`config.mk`:
```
export PLATFORM = sky130hd
export DESIGN_NAME = pipe_mem_flat
export DESIGN_NICKNAME = d
export VERILOG_FILES = /design/src/rtl/pipe_mem_if.sv /design/src/rtl/pipe_mem.sv /design/src/flat_wrapper.sv
export SDC_FILE = /design/constraint.sdc
export NUM_CORES = 1
export LEC_CHECK = 0
export ABC_AREA = 1
export BUFFER_PORTS_ARGS = -buffer_cell sky130_fd_sc_hd__buf_4
export CAP_MARGIN = 40
export CORE_AREA = 2 2 243 245
export DETAILED_ROUTE_END_ITERATION = 6
export DIE_AREA = 0 0 245 247
export HOLD_SLACK_MARGIN = 0.12
export SLEW_MARGIN = 20
export SYNTH_ARGS = -nofsm -noshare
export SYNTH_HDL_FRONTEND = slang
export SYNTH_SLANG_ARGS = --single-unit
```
`constraint.sdc`:
```
create_clock -name clk -period 4.81 [get_ports clk]
set_input_delay 0.962 -clock clk [delete_from_list [all_inputs] [get_ports clk]]
set_output_delay 0.962 -clock clk [all_outputs]
set_load 0.03 [all_outputs]
```
`src/rtl/pipe_mem_if.sv`:
```
// Data-bus channel between the memory stage (master) and the data memory (slave).
interface pipe_mem_if #(
    parameter int XLEN = 64
);
    logic            dbus_req;
    logic            dbus_we;
    logic [XLEN-1:0] dbus_addr;
    logic [XLEN-1:0] dbus_wdata;
    logic [7:0]      dbus_wstrb;
    logic            dbus_addr_ok;
    logic            dbus_data_ok;
    logic [XLEN-1:0] dbus_rdata;

    modport master (
        output dbus_req, dbus_we, dbus_addr, dbus_wdata, dbus_wstrb,
        input  dbus_addr_ok, dbus_data_ok, dbus_rdata
    );

    modport slave (
        input  dbus_req, dbus_we, dbus_addr, dbus_wdata, dbus_wstrb,
        output dbus_addr_ok, dbus_data_ok, dbus_rdata
    );
endinterface

```
`src/rtl/pipe_mem.sv`:
```
// Memory stage: one outstanding data-bus access with stall, flush/drain handling
// and per-lane writeback merge of the extended load result.
module pipe_mem #(
    parameter int XLEN      = 64,
    parameter int ISSUE_NUM = 2
) (
    input  logic                           clk,
    input  logic                           rst_n,
    input  logic                           in_valid,
    input  logic                           flush,
    input  logic                           mem_ena,
    input  logic                           mem_write,
    input  logic [2:0]                     mem_funct3,
    input  logic [XLEN-1:0]                mem_addr,
    input  logic [XLEN-1:0]                mem_wdata,
    input  logic                           mem_lane,
    input  logic [ISSUE_NUM-1:0]           ex_rd_en,
    input  logic [ISSUE_NUM-1:0][4:0]      ex_rd,
    input  logic [ISSUE_NUM-1:0][XLEN-1:0] ex_res,
    pipe_mem_if.master                     bus,
    output logic                           mem_stall,
    output logic                           mem_misalign,
    output logic [ISSUE_NUM-1:0]           mem_rd_en,
    output logic [ISSUE_NUM-1:0][4:0]      mem_rd,
    output logic [ISSUE_NUM-1:0][XLEN-1:0] mem_res
);
    typedef enum logic [2:0] {IDLE, REQ, WAIT, DONE, DRAIN} state_t;

    state_t          state;
    logic [2:0]      r_off;
    logic [2:0]      r_funct3;
    logic [XLEN-1:0] load_res;
    logic [7:0]      size_mask;
    logic            addr_bad;
    logic            misalign;
    logic            start;

    always_comb begin
        size_mask = 8'h01;
        addr_bad  = 1'b0;
        case (mem_funct3[1:0])
            2'b00:   begin size_mask = 8'h01; addr_bad = 1'b0;           end
            2'b01:   begin size_mask = 8'h03; addr_bad = mem_addr[0];    end
            2'b10:   begin size_mask = 8'h0f; addr_bad = |mem_addr[1:0]; end
            default: begin size_mask = 8'hff; addr_bad = |mem_addr[2:0]; end
        endcase
    end

    assign misalign     = in_valid && mem_ena && addr_bad;
    assign mem_misalign = misalign;
    assign start        = in_valid && mem_ena && !flush && !misalign;
    assign mem_stall    = rst_n && ((state == DRAIN) ||
                          (in_valid && mem_ena && !misalign && state != DONE));

    function automatic logic [XLEN-1:0] extend(input logic [XLEN-1:0] raw,
                                               input logic [2:0] off,
                                               input logic [2:0] f3);
        logic [XLEN-1:0] sh;
        sh = raw >> {off, 3'b000};
        case (f3)
            3'b000:  return {{(XLEN-8){sh[7]}}, sh[7:0]};
            3'b001:  return {{(XLEN-16){sh[15]}}, sh[15:0]};
            3'b010:  return {{(XLEN-32){sh[31]}}, sh[31:0]};
            3'b100:  return {{(XLEN-8){1'b0}}, sh[7:0]};
            3'b101:  return {{(XLEN-16){1'b0}}, sh[15:0]};
            3'b110:  return {{(XLEN-32){1'b0}}, sh[31:0]};
            default: return sh;
        endcase
    endfunction

    // A flush that coincides with the response needs no drain: nothing is left in flight.
    always_ff @(posedge clk or negedge rst_n) begin
        if (!rst_n) begin
            state          <= IDLE;
            bus.dbus_req   <= 1'b0;
            bus.dbus_we    <= 1'b0;
            bus.dbus_addr  <= '0;
            bus.dbus_wdata <= '0;
            bus.dbus_wstrb <= '0;
            r_off          <= '0;
            r_funct3       <= '0;
            load_res       <= '0;
        end else begin
            case (state)
                IDLE: if (start) begin
                    state          <= REQ;
                    bus.dbus_req   <= 1'b1;
                    bus.dbus_we    <= mem_write;
                    bus.dbus_addr  <= {mem_addr[XLEN-1:3], 3'b000};
                    bus.dbus_wdata <= mem_wdata << {mem_addr[2:0], 3'b000};
                    bus.dbus_wstrb <= mem_write ? size_mask << mem_addr[2:0] : '0;
                    r_off          <= mem_addr[2:0];
                    r_funct3       <= mem_funct3;
                end
                REQ: begin
                    if (flush) begin
                        bus.dbus_req <= 1'b0;
                        state <= (bus.dbus_addr_ok && !bus.dbus_data_ok) ? DRAIN : IDLE;
                    end else if (bus.dbus_addr_ok) begin
                        bus.dbus_req <= 1'b0;
                        if (bus.dbus_data_ok) begin
                            state <= DONE;
                            if (!bus.dbus_we) load_res <= extend(bus.dbus_rdata, r_off, r_funct3);
                        end else begin
                            state <= WAIT;
                        end
                    end
                end
                WAIT: begin
                    if (flush) begin
                        state <= bus.dbus_data_ok ? IDLE : DRAIN;
                    end else if (bus.dbus_data_ok) begin
                        state <= DONE;
                        if (!bus.dbus_we) load_res <= extend(bus.dbus_rdata, r_off, r_funct3);
                    end
                end
                DONE:    state <= IDLE;
                DRAIN:   if (bus.dbus_data_ok) state <= IDLE;
                default: state <= IDLE;
            endcase
        end
    end

    always_comb begin
        mem_rd_en = '0;
        mem_rd    = '0;
        mem_res   = '0;
        if (in_valid && !flush) begin
            mem_rd_en = ex_rd_en;
            mem_rd    = ex_rd;
            mem_res   = ex_res;
            for (int unsigned i = 0; i < ISSUE_NUM; i++) begin
                if (i == 32'(mem_lane)) begin
                    if (misalign) mem_rd_en[i] = 1'b0;
                    else if (state == DONE && mem_ena && !mem_write) mem_res[i] = load_res;
                end
            end
        end
    end
endmodule

```
`src/flat_wrapper.sv`:
```
// flat-port wrapper written by rule: the top's interface ports become plain ports
module pipe_mem_flat 
#(
    parameter int XLEN      = 64,
    parameter int ISSUE_NUM = 2
)
  (clk, rst_n, in_valid, flush, mem_ena, mem_write, mem_funct3, mem_addr, mem_wdata, mem_lane, ex_rd_en, ex_rd, ex_res, mem_stall, mem_misalign, mem_rd_en, mem_rd, mem_res, bus_dbus_req, bus_dbus_we, bus_dbus_addr, bus_dbus_wdata, bus_dbus_wstrb, bus_dbus_addr_ok, bus_dbus_data_ok, bus_dbus_rdata);
  pipe_mem_if #(.XLEN(XLEN)) bus_i ();
  input  logic clk;
  input  logic rst_n;
  input  logic in_valid;
  input  logic flush;
  input  logic mem_ena;
  input  logic mem_write;
  input  logic [2:0] mem_funct3;
  input  logic [XLEN-1:0] mem_addr;
  input  logic [XLEN-1:0] mem_wdata;
  input  logic mem_lane;
  input  logic [ISSUE_NUM-1:0] ex_rd_en;
  input  logic [ISSUE_NUM-1:0][4:0] ex_rd;
  input  logic [ISSUE_NUM-1:0][XLEN-1:0] ex_res;
  output logic mem_stall;
  output logic mem_misalign;
  output logic [ISSUE_NUM-1:0] mem_rd_en;
  output logic [ISSUE_NUM-1:0][4:0] mem_rd;
  output logic [ISSUE_NUM-1:0][XLEN-1:0] mem_res;
  output wire logic [$bits(bus_i.dbus_req)-1:0] bus_dbus_req;
  output wire logic [$bits(bus_i.dbus_we)-1:0] bus_dbus_we;
  output wire logic [$bits(bus_i.dbus_addr)-1:0] bus_dbus_addr;
  output wire logic [$bits(bus_i.dbus_wdata)-1:0] bus_dbus_wdata;
  output wire logic [$bits(bus_i.dbus_wstrb)-1:0] bus_dbus_wstrb;
  input wire logic [$bits(bus_i.dbus_addr_ok)-1:0] bus_dbus_addr_ok;
  input wire logic [$bits(bus_i.dbus_data_ok)-1:0] bus_dbus_data_ok;
  input wire logic [$bits(bus_i.dbus_rdata)-1:0] bus_dbus_rdata;
  assign bus_dbus_req = bus_i.dbus_req;
  assign bus_dbus_we = bus_i.dbus_we;
  assign bus_dbus_addr = bus_i.dbus_addr;
  assign bus_dbus_wdata = bus_i.dbus_wdata;
  assign bus_dbus_wstrb = bus_i.dbus_wstrb;
  assign bus_i.dbus_addr_ok = bus_dbus_addr_ok;
  assign bus_i.dbus_data_ok = bus_dbus_data_ok;
  assign bus_i.dbus_rdata = bus_dbus_rdata;
  pipe_mem #(.XLEN(XLEN), .ISSUE_NUM(ISSUE_NUM)) u_core (.clk(clk), .rst_n(rst_n), .in_valid(in_valid), .flush(flush), .mem_ena(mem_ena), .mem_write(mem_write), .mem_funct3(mem_funct3), .mem_addr(mem_addr), .mem_wdata(mem_wdata), .mem_lane(mem_lane), .ex_rd_en(ex_rd_en), .ex_rd(ex_rd), .ex_res(ex_res), .bus(bus_i), .mem_stall(mem_stall), .mem_misalign(mem_misalign), .mem_rd_en(mem_rd_en), .mem_rd(mem_rd), .mem_res(mem_res));
endmodule
```
==> After elaboration in Yosys (flattened, before gate mapping) <==
Cells that the tools add are included.
{ "totals": {"ff_bits": 208, "n_memories": 0, "mem_bits_rw": 0, "word_cells": 95, "latch_bits": 0, "mem_bits_ro": 0} }
{ "classes": {"div_mod_pow": 0, "muxes": 37, "multipliers": 0, "n_addsub": 0, "n_lt_le_gt_ge": 0, "shift": 3, "n_reduce_logical": 27, "bitwise_logic": 0, "eq_ne": 19} }
{ "op_table": {"columns": ["op", "count"], "rows": [
  ["$mux 64", 11],
  ["$pmux 64 s6", 1],
  ["$mux 128", 1],
  ["$pmux 64 s2", 1],
  ["$shl 64x6->64", 1],
  ["$shr 64x6->64", 1],
  ["$mux 3", 8],
  ["$pmux 8 s3", 1],
  ["$eq 3x3->1 const B", 4],
  ["$pmux 3 s4", 1],
  ["$logic_and 1x1->1", 11],
  ["$mux 10", 1],
  ["$eq 3x2->1 const B", 3],
  ["$mux 1", 8],
  ["$mux 8", 1],
  ["$ne 2x2->1 const B", 4],
  ["$reduce_and 4->1", 2],
  ["$shl 8x3->8", 1],
  ["$eq 3x1->1 const B", 2],
  ["$logic_not 3->1", 2],
  ["$ne 3x3->1 const B", 2],
  ["$logic_not 1->1", 4],
  ["$reduce_bool 2->1", 2],
  ["$ne 3x2->1 const B", 1],
  ["other kinds (12)", 12]
]} }

==> Logic depth before layout (Yosys ltp) <==
Gate-level depths: netlist (run 1).
{ "depth": {"depth_word": 8, "mapped_depth": 12, "ltp_nobuf": 10} }

==> Least setup slack after synthesis (run 1) <==
Ideal clock, no wire load.
{ "synth_path": {"path_kind": "input -> output", "from": "input mem_addr[0]", "to": "output mem_res[50] (netlist name)", "setup_slack_ns": 1.389, "n_path_buf": 3, "required_time_ns": 3.848, "arrival_time_ns": 2.459, "cell_stages": 8, "path_cell_list": "buf_2 -> nor2_1 -> nand3_1 -> nand4_4 -> buf_4 -> buf_2 -> nand4_1 -> a21oi_1"} }
{ "synth_lines": {"columns": ["element", "line_no", "text"], "rows": [
  ["start, declared", "flat_wrapper.sv:16", "input logic [XLEN-1:0] mem_addr;"],
  ["end, declared", "flat_wrapper.sv:26", "output logic [ISSUE_NUM-1:0][XLEN-1:0] mem_res;"]
]} }

==> run metrics, run 1 <==
synthesis-to-layout area growth=42.6%; worst r2r src=u_core.r_funct3[1]; vias in the first global route=15810; share of cells above drive strength 1=26.6%; number of stages on the worst setup path=10; initial antenna violation count=2; All-Layer GR Usage=21.8%; IO Port Bufs=620; DRT iter0 DRCs=1237; top cell type's share of synthesized area=36.9%; Routed WL per cell=19.7 um; drt total wl=69000 um; vias per inst=4.76; Slew Viols, Final=0; simple-gate portion of the synthesized area=41.7%; routed vias=16633; initial core utilization=24.2%; register area share after synthesis=36.9%; hold_buf cts=0; worst vdd ir=0.000487 V; syn_area_per_cell=6.40 um^2; setup bufs post-CTS=0; Crit path buffers/inverters=5; final setup fails=0; I/O Pins=624; CP top delay family=buffers and inverters; total power=10.9 mW; fin crit period=3.87 ns; status=completed; die area=0.0605 mm^2; crit path max-delay cell type=buf_4; grt total ovfl=0; Mapped Area=0.0141 mm^2; Finished Layout Cells=3498; cell taking the most area after synthesis=dfrtp_1; Hold Crit Class=input pin to async pin; # DRC=0; most frequent cells in the layout=nand2_1, buf_4, nor2_1; Reg2Reg Depth=7; largest family of logic cells by synthesized area=simple AND/OR/NAND/NOR gates; arrival time worst endpoint=2.91 ns; largest net degree at the start of global routing=180; worst hold margin=0.274 ns; Synth area leaders=dfrtp_1, nand2_1, nand4_1; DPL Wire Length=52900 um; Slew headroom=44.3%; CP peak stage delay=0.31 ns; Worst Setup Start Kind=input pin; crit-path max FO=78; CORE AREA=0.0582 mm^2; slew at the pin with the worst max-slew slack=0.836 ns; CP endpoint=mem_res[62]; Clock Path Buffers=3; r2r setup slk=2.28 ns; multiplexer share of the synthesized area=1.21%; FP Rows=89; H-Tree Level Count=1; f_max=258 MHz; placed cells=3450; CTS Sinks=208; Setup TNS Final=0 ns; kind of critical path=input pin to primary output; clock latency on the worst-skew pair=0.55 ns; max-cap violations=0; final hold vios=0; clk_skew=0.0241 ns; Worst EP required=3.85 ns; areal power density over the cells=541 mW/mm^2; Worst-path clk slew=0.06 ns; Post-Synth Adder-Cell Area=0%; final core utilization=34.5%; Compound-Gate Fraction of Synth Area=12.3%; Distinct cells, synth=34; Die W=245 um; RR Endpoint=u_core.load_res[36]; Detail Route Antenna Nets=0; share of the clock period used by the worst path=80.5%; Leak=10.4 nW; CTS Buf Count=25; PostCTS Resize Cnt=0; Worst Setup SP=mem_addr[2]; DR pass1 iterations=5; CTS tree=yes; Root Buffer=clkbuf_16; most common cell after layout, fill and taps aside=nand2_1; RSZ-0062 raised after global routing=false; crit end category=primary output; Syn Inst Count=2203; Die H=247 um; Post-Synth XOR/XNOR Area=0%; GP Congestion=0.884; worst path cell trace=buf_4, inv_2, nand3_1, nand4_4, buf_12, nand3_2, buf_12, nand2_1, a21oi_1, buf_4; nets@finish=3050; Syn. warnings=0; Synth Register Bits=208; first-pass GRT wire length=100000 um
-- registers in the layout, indices dropped and copies added (netlist names) --
signal / cells
u_core.bus.dbus_wstrb: 8
u_core.state: 3
u_core.bus.dbus_addr: 61
u_core.load_res: 64
u_core.r_funct3: 3
u_core.bus.dbus_we: 1
u_core.bus.dbus_req: 1
u_core.r_off: 3
u_core.bus.dbus_wdata: 64
-- report_power, final --
part	internal [mW]	switching, mW
sequential	2.58	0.851
clock	1.17	0.777
combinational	1.83	3.68
total	5.58	5.31
-- logic make-up after synthesis --
kind of cell           count (synthesis)
DFF                                  208
buffers and inverters                250
AOI/OAI and AO/OA                    329
other                                  1
and+or+nand+nor                     1398
muxes                                 17
-- Yosys cell counts, drive strengths merged --
cell type	instances
nand2	879
nor2	212
dfrtp	208
a21oi	162
nand3	157
nand4	134
o21ai	130
buf	118
clkbuf	68
inv	61
o211ai	18
mux2i	17
or2	11
a31oi	10
o31ai	5
nor3	4
clkinv	3
o21a	2
a21boi	1
and2	1
conb	1
o221ai	1
-- metrics by stage --
stage / cell area [um^2] / worst slack, ns
2_1_floorplan: 14100 / 1.39
3_3_place_gp: 19200 / 0.744
3_5_place_dp: 19200 / 0.756
4_1_cts: 20100 / 0.743
5_1_grt: 20100 / 0.775
6_report: 20100 / 0.937
-- cell type report --
class | count | area [um^2]
Fill cell | 6433 | 38100
Clock buffer | 36 | 697
Timing Repair Buffer | 660 | 5070
Inverter | 64 | 240
Sequential cell | 208 | 5200
Antenna cell | 2 | 5.00
Clock inverter | 8 | 125
Tap cell | 773 | 967
Multi-Input combinational cell | 1747 | 7810
-- per-layer routing --
metal	global-route usage [%]	vias up	part of all wire (%)
met5	0	-	0
met2	40.2	628	52
met3	4.74	74	7.1
met4	5.95	0	2.6
li1	-	8239	-
met1	25.1	7692	38
-- worst min path at each step --
stage / from / endpoint / slack [ns] / cells past startpoint
2_1_floorplan: u_core.load_res[13] / u_core.load_res[13] / 0.47 / 2
3_3_place_gp: u_core.bus.dbus_addr[18] / u_core.bus.dbus_addr[18] / 0.46 / 2
3_5_place_dp: u_core.bus.dbus_addr[26] / u_core.bus.dbus_addr[26] / 0.47 / 2
4_1_cts: rst_n / u_core.bus.dbus_wdata[4] / 0.26 / 1
5_1_grt: rst_n / u_core.bus.dbus_wdata[4] / 0.26 / 1
6_report: rst_n / u_core.bus.dbus_wdata[4] / 0.27 / 1
-- worst register-to-register path: cells and delay by family (launching register included) --
kind | cells | cell delay (ns)
buffers and inverters | 1 | 0.28
AND/OR/NAND/NOR | 6 | 1.54
flip-flops | 1 | 0.62
Note: power is estimated with default switching activity, not from simulation.
==> run 2, diff against run 1 <==
- ABC_AREA: 1 -> 0
- CORE_AREA: 2 2 243 245 -> 2 2 245 247
- DIE_AREA: 0 0 245 247 -> 0 0 247 249
- clock period: 4.81 -> 3.7 ns (I/O delays scaled with it)
==> run metrics, run 2 <==
status=completed (unchanged); share of the clock period used by the worst path=94.3%; count leader, synth=nand2_1 (unchanged); I/O Pins=624 (unchanged); DRT iter0 DRCs=854 (was 1237); CTS Sinks=208 (unchanged); first-pass GRT wire length=91600 um (was 100000 um); slew at the pin with the worst max-slew slack=0.979 ns (was 0.836 ns); areal power density over the cells=529 mW/mm^2 (was 541 mW/mm^2); CP peak stage delay=0.60 ns (was 0.31 ns); arrival time worst endpoint=2.75 ns (was 2.91 ns); Setup TNS Final=0 ns (unchanged); crit path max-delay cell type=a211o_4 (was buf_4); CTS tree=yes (unchanged); Syn Inst Count=1446 (was 2203); max-cap violations=0 (unchanged); drt total wl=63500 um (was 69000 um); top cell type's share of synthesized area=38.4% (was 36.9%); layer with the highest usage=met2 (unchanged); Largest regs=u_core.bus.dbus_wdata (64), u_core.load_res (64), u_core.bus.dbus_addr (61) (unchanged); Synth Register Bits=208 (unchanged); total power=10.6 mW (was 10.9 mW); Post-synth top cells=nand2_1, mux2i_1, dfrtp_1, nor2_1, o21ai_0 (was nand2_1, nor2_1, dfrtp_1, a21oi_1, nand3_1); Slew Viols, Final=0 (unchanged); Routed WL per cell=22.7 um (was 19.7 um); Worst Setup Start Kind=register (was input pin); PostCTS Resize Cnt=0 (unchanged); DPL Wire Length=50200 um (was 52900 um); Distinct cells, synth=50 (was 34); Leak=9.58 nW (was 10.4 nW); Mapped Area=0.0135 mm^2 (was 0.0141 mm^2); # DRC=0 (unchanged); syn_area_per_cell=9.37 um^2 (was 6.40 um^2); initial antenna violation count=5 (was 2); initial core utilization=23.1% (was 24.2%); r2r setup slk=0.93 ns (was 2.28 ns); largest net degree at the start of global routing=203 (was 180); grt total ovfl=0 (unchanged); FP Rows=89 (unchanged); final setup fails=0 (unchanged); All-Layer GR Usage=19.7% (was 21.8%); Worst EP required=2.96 ns (was 3.85 ns); Hold Crit Class=input pin to register (was input pin to async pin); vias in the first global route=14173 (was 15810); GP Congestion=1.04 (was 0.884); final hold vios=0 (unchanged); RSZ-0062 raised after global routing=false (unchanged); DR pass1 iterations=5 (unchanged); CORE AREA=0.0587 mm^2 (was 0.0582 mm^2); met1 Use GR=20.8% (was 25.1%); Clock Path Buffers=3 (unchanged); H-Tree Level Count=1 (unchanged); nets@finish=2346 (was 3050); Worst-path clk slew=0.05 ns (was 0.06 ns); IO Port Bufs=620 (unchanged); share of cells above drive strength 1=41.0% (was 26.6%); CTS Buf Count=27 (was 25); setup bufs post-CTS=0 (unchanged); most used cell along the critical path=buf_4; vias per inst=4.83 (was 4.76); crit end category=primary output (unchanged); most common cell after layout, fill and taps aside=buf_4 (was nand2_1); worst path cell trace=nor2b_1, nand4_1, a211o_4, buf_4, mux2i_1, buf_4 (was buf_4, inv_2, nand3_1, nand4_4, buf_12, nand3_2, buf_12, nand2_1, a21oi_1, buf_4); die area=0.0615 mm^2 (was 0.0605 mm^2); worst vdd ir=0.000391 V (was 0.000487 V); Syn. warnings=0 (unchanged); most frequent cells in the layout=buf_4, nand2_1, mux2i_1 (was nand2_1, buf_4, nor2_1); f_max=287 MHz; grt met2 use=35.8% (was 40.2%); cell taking the most area after synthesis=dfrtp_1 (unchanged); fin crit period=3.49 ns; Detail Route Antenna Nets=0 (unchanged); Die W=247 um (was 245 um); clock latency on the worst-skew pair=0.55 ns (about the same); kind of critical path=register to primary output (was input pin to primary output); routed vias=13507 (was 16633); Synth area leaders=dfrtp_1, mux2i_1, nand2_1 (was dfrtp_1, nand2_1, nand4_1); clk_skew=0.0160 ns (was 0.0241 ns); register area share after synthesis=38.4% (was 36.9%); crit-path max FO=28 (was 78); Root Buffer=clkbuf_16 (unchanged); GRT met3 Usage=5.59% (was 4.74%); Die H=249 um (was 247 um); EDFF count, synth=0 (unchanged); ys async rst share=100% (unchanged); Slew headroom=34.8% (was 44.3%); ys flop type=dfrtp_1 (unchanged); synthesis-to-layout area growth=47.6% (was 42.6%)
## run 2: report_power, final
group          switching [mW]  total, mW  leakage (nW)  internal (mW)
clock network            1.09       2.66         0.439           1.57
logic                    2.49       4.26          6.53           1.77
registers               0.636       3.66          2.61           3.02
## run 2: layer usage
metal / wire, um / vias up
met4: 2910 / 0
met3: 5730 / 92
met2: 32500 / 597
met1: 22300 / 6604
li1: - / 6214
met5: 0 / -
## run 2: layout make-up
cell class / count / area [um^2]
clock buffer: 34 / 752
multi-input combinational: 1098 / 7790
timing repair buffer: 660 / 5100
clock inverter: 15 / 136
sequential: 208 / 5210
tap: 773 / 967
inverter: 7 / 26.3
antenna: 3 / 7.51
fill: 6110 / 38700
## run 2: logic make-up (layout without fill, tap and decap cells)
| group | count (synthesis) | count (layout) | share of synthesized area (%) |
|---|---|---|---|
| other | 1 | 6 | 0.0277 |
| AND/OR/NAND/NOR | 488 | 488 | 14.7 |
| buffers and inverters | 142 | 716 | 4.70 |
| AO/OA/AOI/OAI | 253 | 253 | 11.6 |
| multiplexers | 354 | 354 | 30.6 |
| flip-flops | 208 | 208 | 38.4 |
## run 2: final timing paths
check | endpoint | startpoint | cells past startpoint
hold / removal | u_core.state[2] | bus_dbus_data_ok | 2
setup / recovery | mem_res[25] | u_core.state[2] | 6
hold reg to reg | u_core.bus.dbus_wdata[15] | u_core.bus.dbus_wdata[15] | 2
setup reg to reg | u_core.load_res[39] | u_core.r_off[0] | 5
min in group asynchronous | u_core.bus.dbus_wdata[10] | rst_n | 2
max in group asynchronous | u_core.bus.dbus_addr[45] | rst_n | 3
## run 2: repair_timing
action                                  CTS  global route
hold buffers                              1             0
endpoints found under the hold margin    23             0
endpoints found under the setup margin    0             0
## run 2: stage by stage
stage / util (%) / hold slack [ns] / setup slack [ns] / cells / instance area (um^2)
detailed placement: 32.5 / 0.470 / 0.250 / 2745 / 19100
finish: 34.1 / 0.410 / 0.210 / 2798 / 20000
global route: 34.1 / 0.386 / 0.0870 / 2798 / 20000
global placement: 32.4 / 0.463 / 0.279 / 2743 / 19000
floorplan: - / 0.444 / 0.395 / 1448 / 13600
CTS: 34.1 / 0.368 / 0.175 / 2795 / 20000
## run 2: worst max-delay path: cells and delay by family (launching register included)
kind | cells | cell delay (ns)
AO/OA/AOI/OAI | 1 | 0.60
buffers and inverters | 2 | 0.49
flip-flops | 1 | 0.46
AND/OR/NAND/NOR | 2 | 0.41
multiplexers | 1 | 0.21
==> run 3, diff against run 2 <==
- clock period: 3.7 -> 3.8 ns (I/O delays scaled with it)
==> run metrics, run 3 (same netlist as run 2, synthesis figures left out) <==
status=completed (unchanged); areal power density over the cells=525 mW/mm^2 (was 529 mW/mm^2); crit end category=primary output (unchanged); worst r2r src=u_core.r_off[0] (unchanged); kind of critical path=register to primary output (unchanged); All-Layer GR Usage=19.8% (was 19.7%); Leak=9.64 nW (was 9.58 nW); GP Congestion=1.04 (about the same); Largest regs=u_core.bus.dbus_wdata (64), u_core.load_res (64), u_core.bus.dbus_addr (61) (unchanged); first-pass GRT wire length=91800 um (was 91600 um); highest routed metal layer=met5 (was met4); worst path cell trace=nor2b_1, nand4_1, a211oi_4, buf_12, buf_4, mux2i_1, buf_4 (was nor2b_1, nand4_1, a211o_4, buf_4, mux2i_1, buf_4); CP peak stage delay=0.44 ns (was 0.60 ns); CTS tree=yes (unchanged); fin crit period=3.61 ns; crit path max-delay cell type=dfrtp_1 (was a211o_4); max-cap violations=0 (unchanged); die area=0.0615 mm^2 (unchanged); grt total ovfl=0 (unchanged); DRT iter0 DRCs=809 (was 854); CTS Buf Count=26 (was 27); final hold vios=0 (unchanged); Worst EP required=3.04 ns (was 2.96 ns); crit-path max FO=24 (was 28); initial antenna violation count=4 (was 5); nets@finish=2348 (was 2346); Setup TNS Final=0 ns (unchanged); Die H=249 um (unchanged); Root Buffer=clkbuf_16 (unchanged); most frequent cells in the layout=buf_4, nand2_1, mux2i_1 (unchanged); IO Port Bufs=620 (unchanged); f_max=277 MHz; # DRC=0 (unchanged); worst vdd ir=0.000430 V (was 0.000391 V); Worst Setup SP=u_core.state[1] (was u_core.state[2]); CTS Sinks=208 (unchanged); metal2 WL=32700 um (was 32500 um); Placed Area=0.0191 mm^2 (about the same); DR pass1 iterations=5 (unchanged); initial core utilization=23.1% (unchanged); Slew Viols, Final=0 (unchanged); RSZ-0062 raised after global routing=false (unchanged); largest net degree at the start of global routing=191 (was 203); FP Rows=89 (unchanged); CORE AREA=0.0587 mm^2 (unchanged); worst hold margin=0.427 ns (was 0.410 ns); clock latency on the worst-skew pair=0.55 ns (about the same); share of cells above drive strength 1=41.1% (was 41.0%); Detail Route Antenna Nets=0 (unchanged); metal3 WL=5700 um (was 5730 um); total power=10.6 mW (about the same); most used cell along the critical path=buf_4 (unchanged); H-Tree Level Count=1 (unchanged); vias in the first global route=14029 (was 14173); drt total wl=64100 um (was 63500 um); Routed WL per cell=22.9 um (was 22.7 um); share of the clock period used by the worst path=94.9%; vias per inst=4.85 (was 4.83); M1 WL=22900 um (was 22300 um); I/O Pins=624 (unchanged); Slew headroom=40.9% (was 34.8%); hold_sp=bus_dbus_data_ok (unchanged); arrival time worst endpoint=2.85 ns (was 2.75 ns); slew at the pin with the worst max-slew slack=0.887 ns (was 0.979 ns); Worst Setup Start Kind=register (unchanged); clk_skew=0.0131 ns (was 0.0160 ns); final setup fails=0 (unchanged); routed vias=13586 (was 13507); Hold Crit Class=input pin to register (unchanged); setup bufs post-CTS=0 (unchanged); most common cell after layout, fill and taps aside=buf_4 (unchanged); synthesis-to-layout area growth=48.4% (was 47.6%); DPL Wire Length=51100 um (was 50200 um); Die W=247 um (unchanged); Worst-path clk slew=0.06 ns (was 0.05 ns); design area=0.0201 mm^2 (was 0.0200 mm^2); Clock Path Buffers=3 (unchanged)
-- run 3: worst paths after layout --
check,slack (ns),endpoint,cells past startpoint
min in group asynchronous,0.68,u_core.bus.dbus_wdata[1],2
worst max register to register,0.85,u_core.load_res[39],6
worst min register to register,0.48,u_core.bus.dbus_wstrb[7],2
worst min-delay path,0.43,u_core.state[2],2
max in group asynchronous,2.02,u_core.load_res[36],3
worst max-delay path,0.19,mem_res[91],7
-- run 3: stage by stage --
step | instances | util (%) | setup WS (ns)
5_1_grt | 2799 | 34.2 | 0.0344
4_1_cts | 2796 | 34.2 | 0.0796
6_report | 2799 | 34.2 | 0.195
3_3_place_gp | 2745 | 32.4 | 0.160
2_1_floorplan | 1448 | - | 0.455
3_5_place_dp | 2747 | 32.5 | 0.0943
-- run 3: report_power, final --
group          switching [mW]  internal (mW)
logic                    2.42           1.72
registers               0.634           2.94
clock network            1.04           1.80
total                    4.10           6.47
-- run 3: critical path, delay by kind of cell, from the launching register on --
| family | cells | cell delay (ns) |
|---|---|---|
| DFF | 1 | 0.44 |
| buffers and inverters | 3 | 0.77 |
| and+or+nand+nor | 2 | 0.47 |
| AOI/OAI and AO/OA | 1 | 0.33 |
| muxes | 1 | 0.27 |
-- run 3: area by class of cell --
cell class                      instances  area (um^2)
Fill cell                            6102        38600
Inverter                                7         26.3
Tap cell                              773          967
Multi-Input combinational cell       1098         7790
Timing Repair Buffer                  663         5110
Clock buffer                           35          756
Clock inverter                         13          225
Sequential cell                       208         5210
Antenna cell                            2         5.00
-- run 3: timing repair --
item,4_1_cts,5_1_grt
gates resized for setup,0,1
hold buffers,1,0
endpoints found under the setup margin,0,8
endpoints found under the hold margin,26,0
-- run 3: routing by layer --
| metal | vias up | GRT usage, % |
|---|---|---|
| met5 | - | 0 |
| met4 | 2 | 8.62 |
| met3 | 91 | 5.58 |
| met2 | 610 | 35.8 |
| met1 | 6646 | 21.2 |
| li1 | 6237 | - |
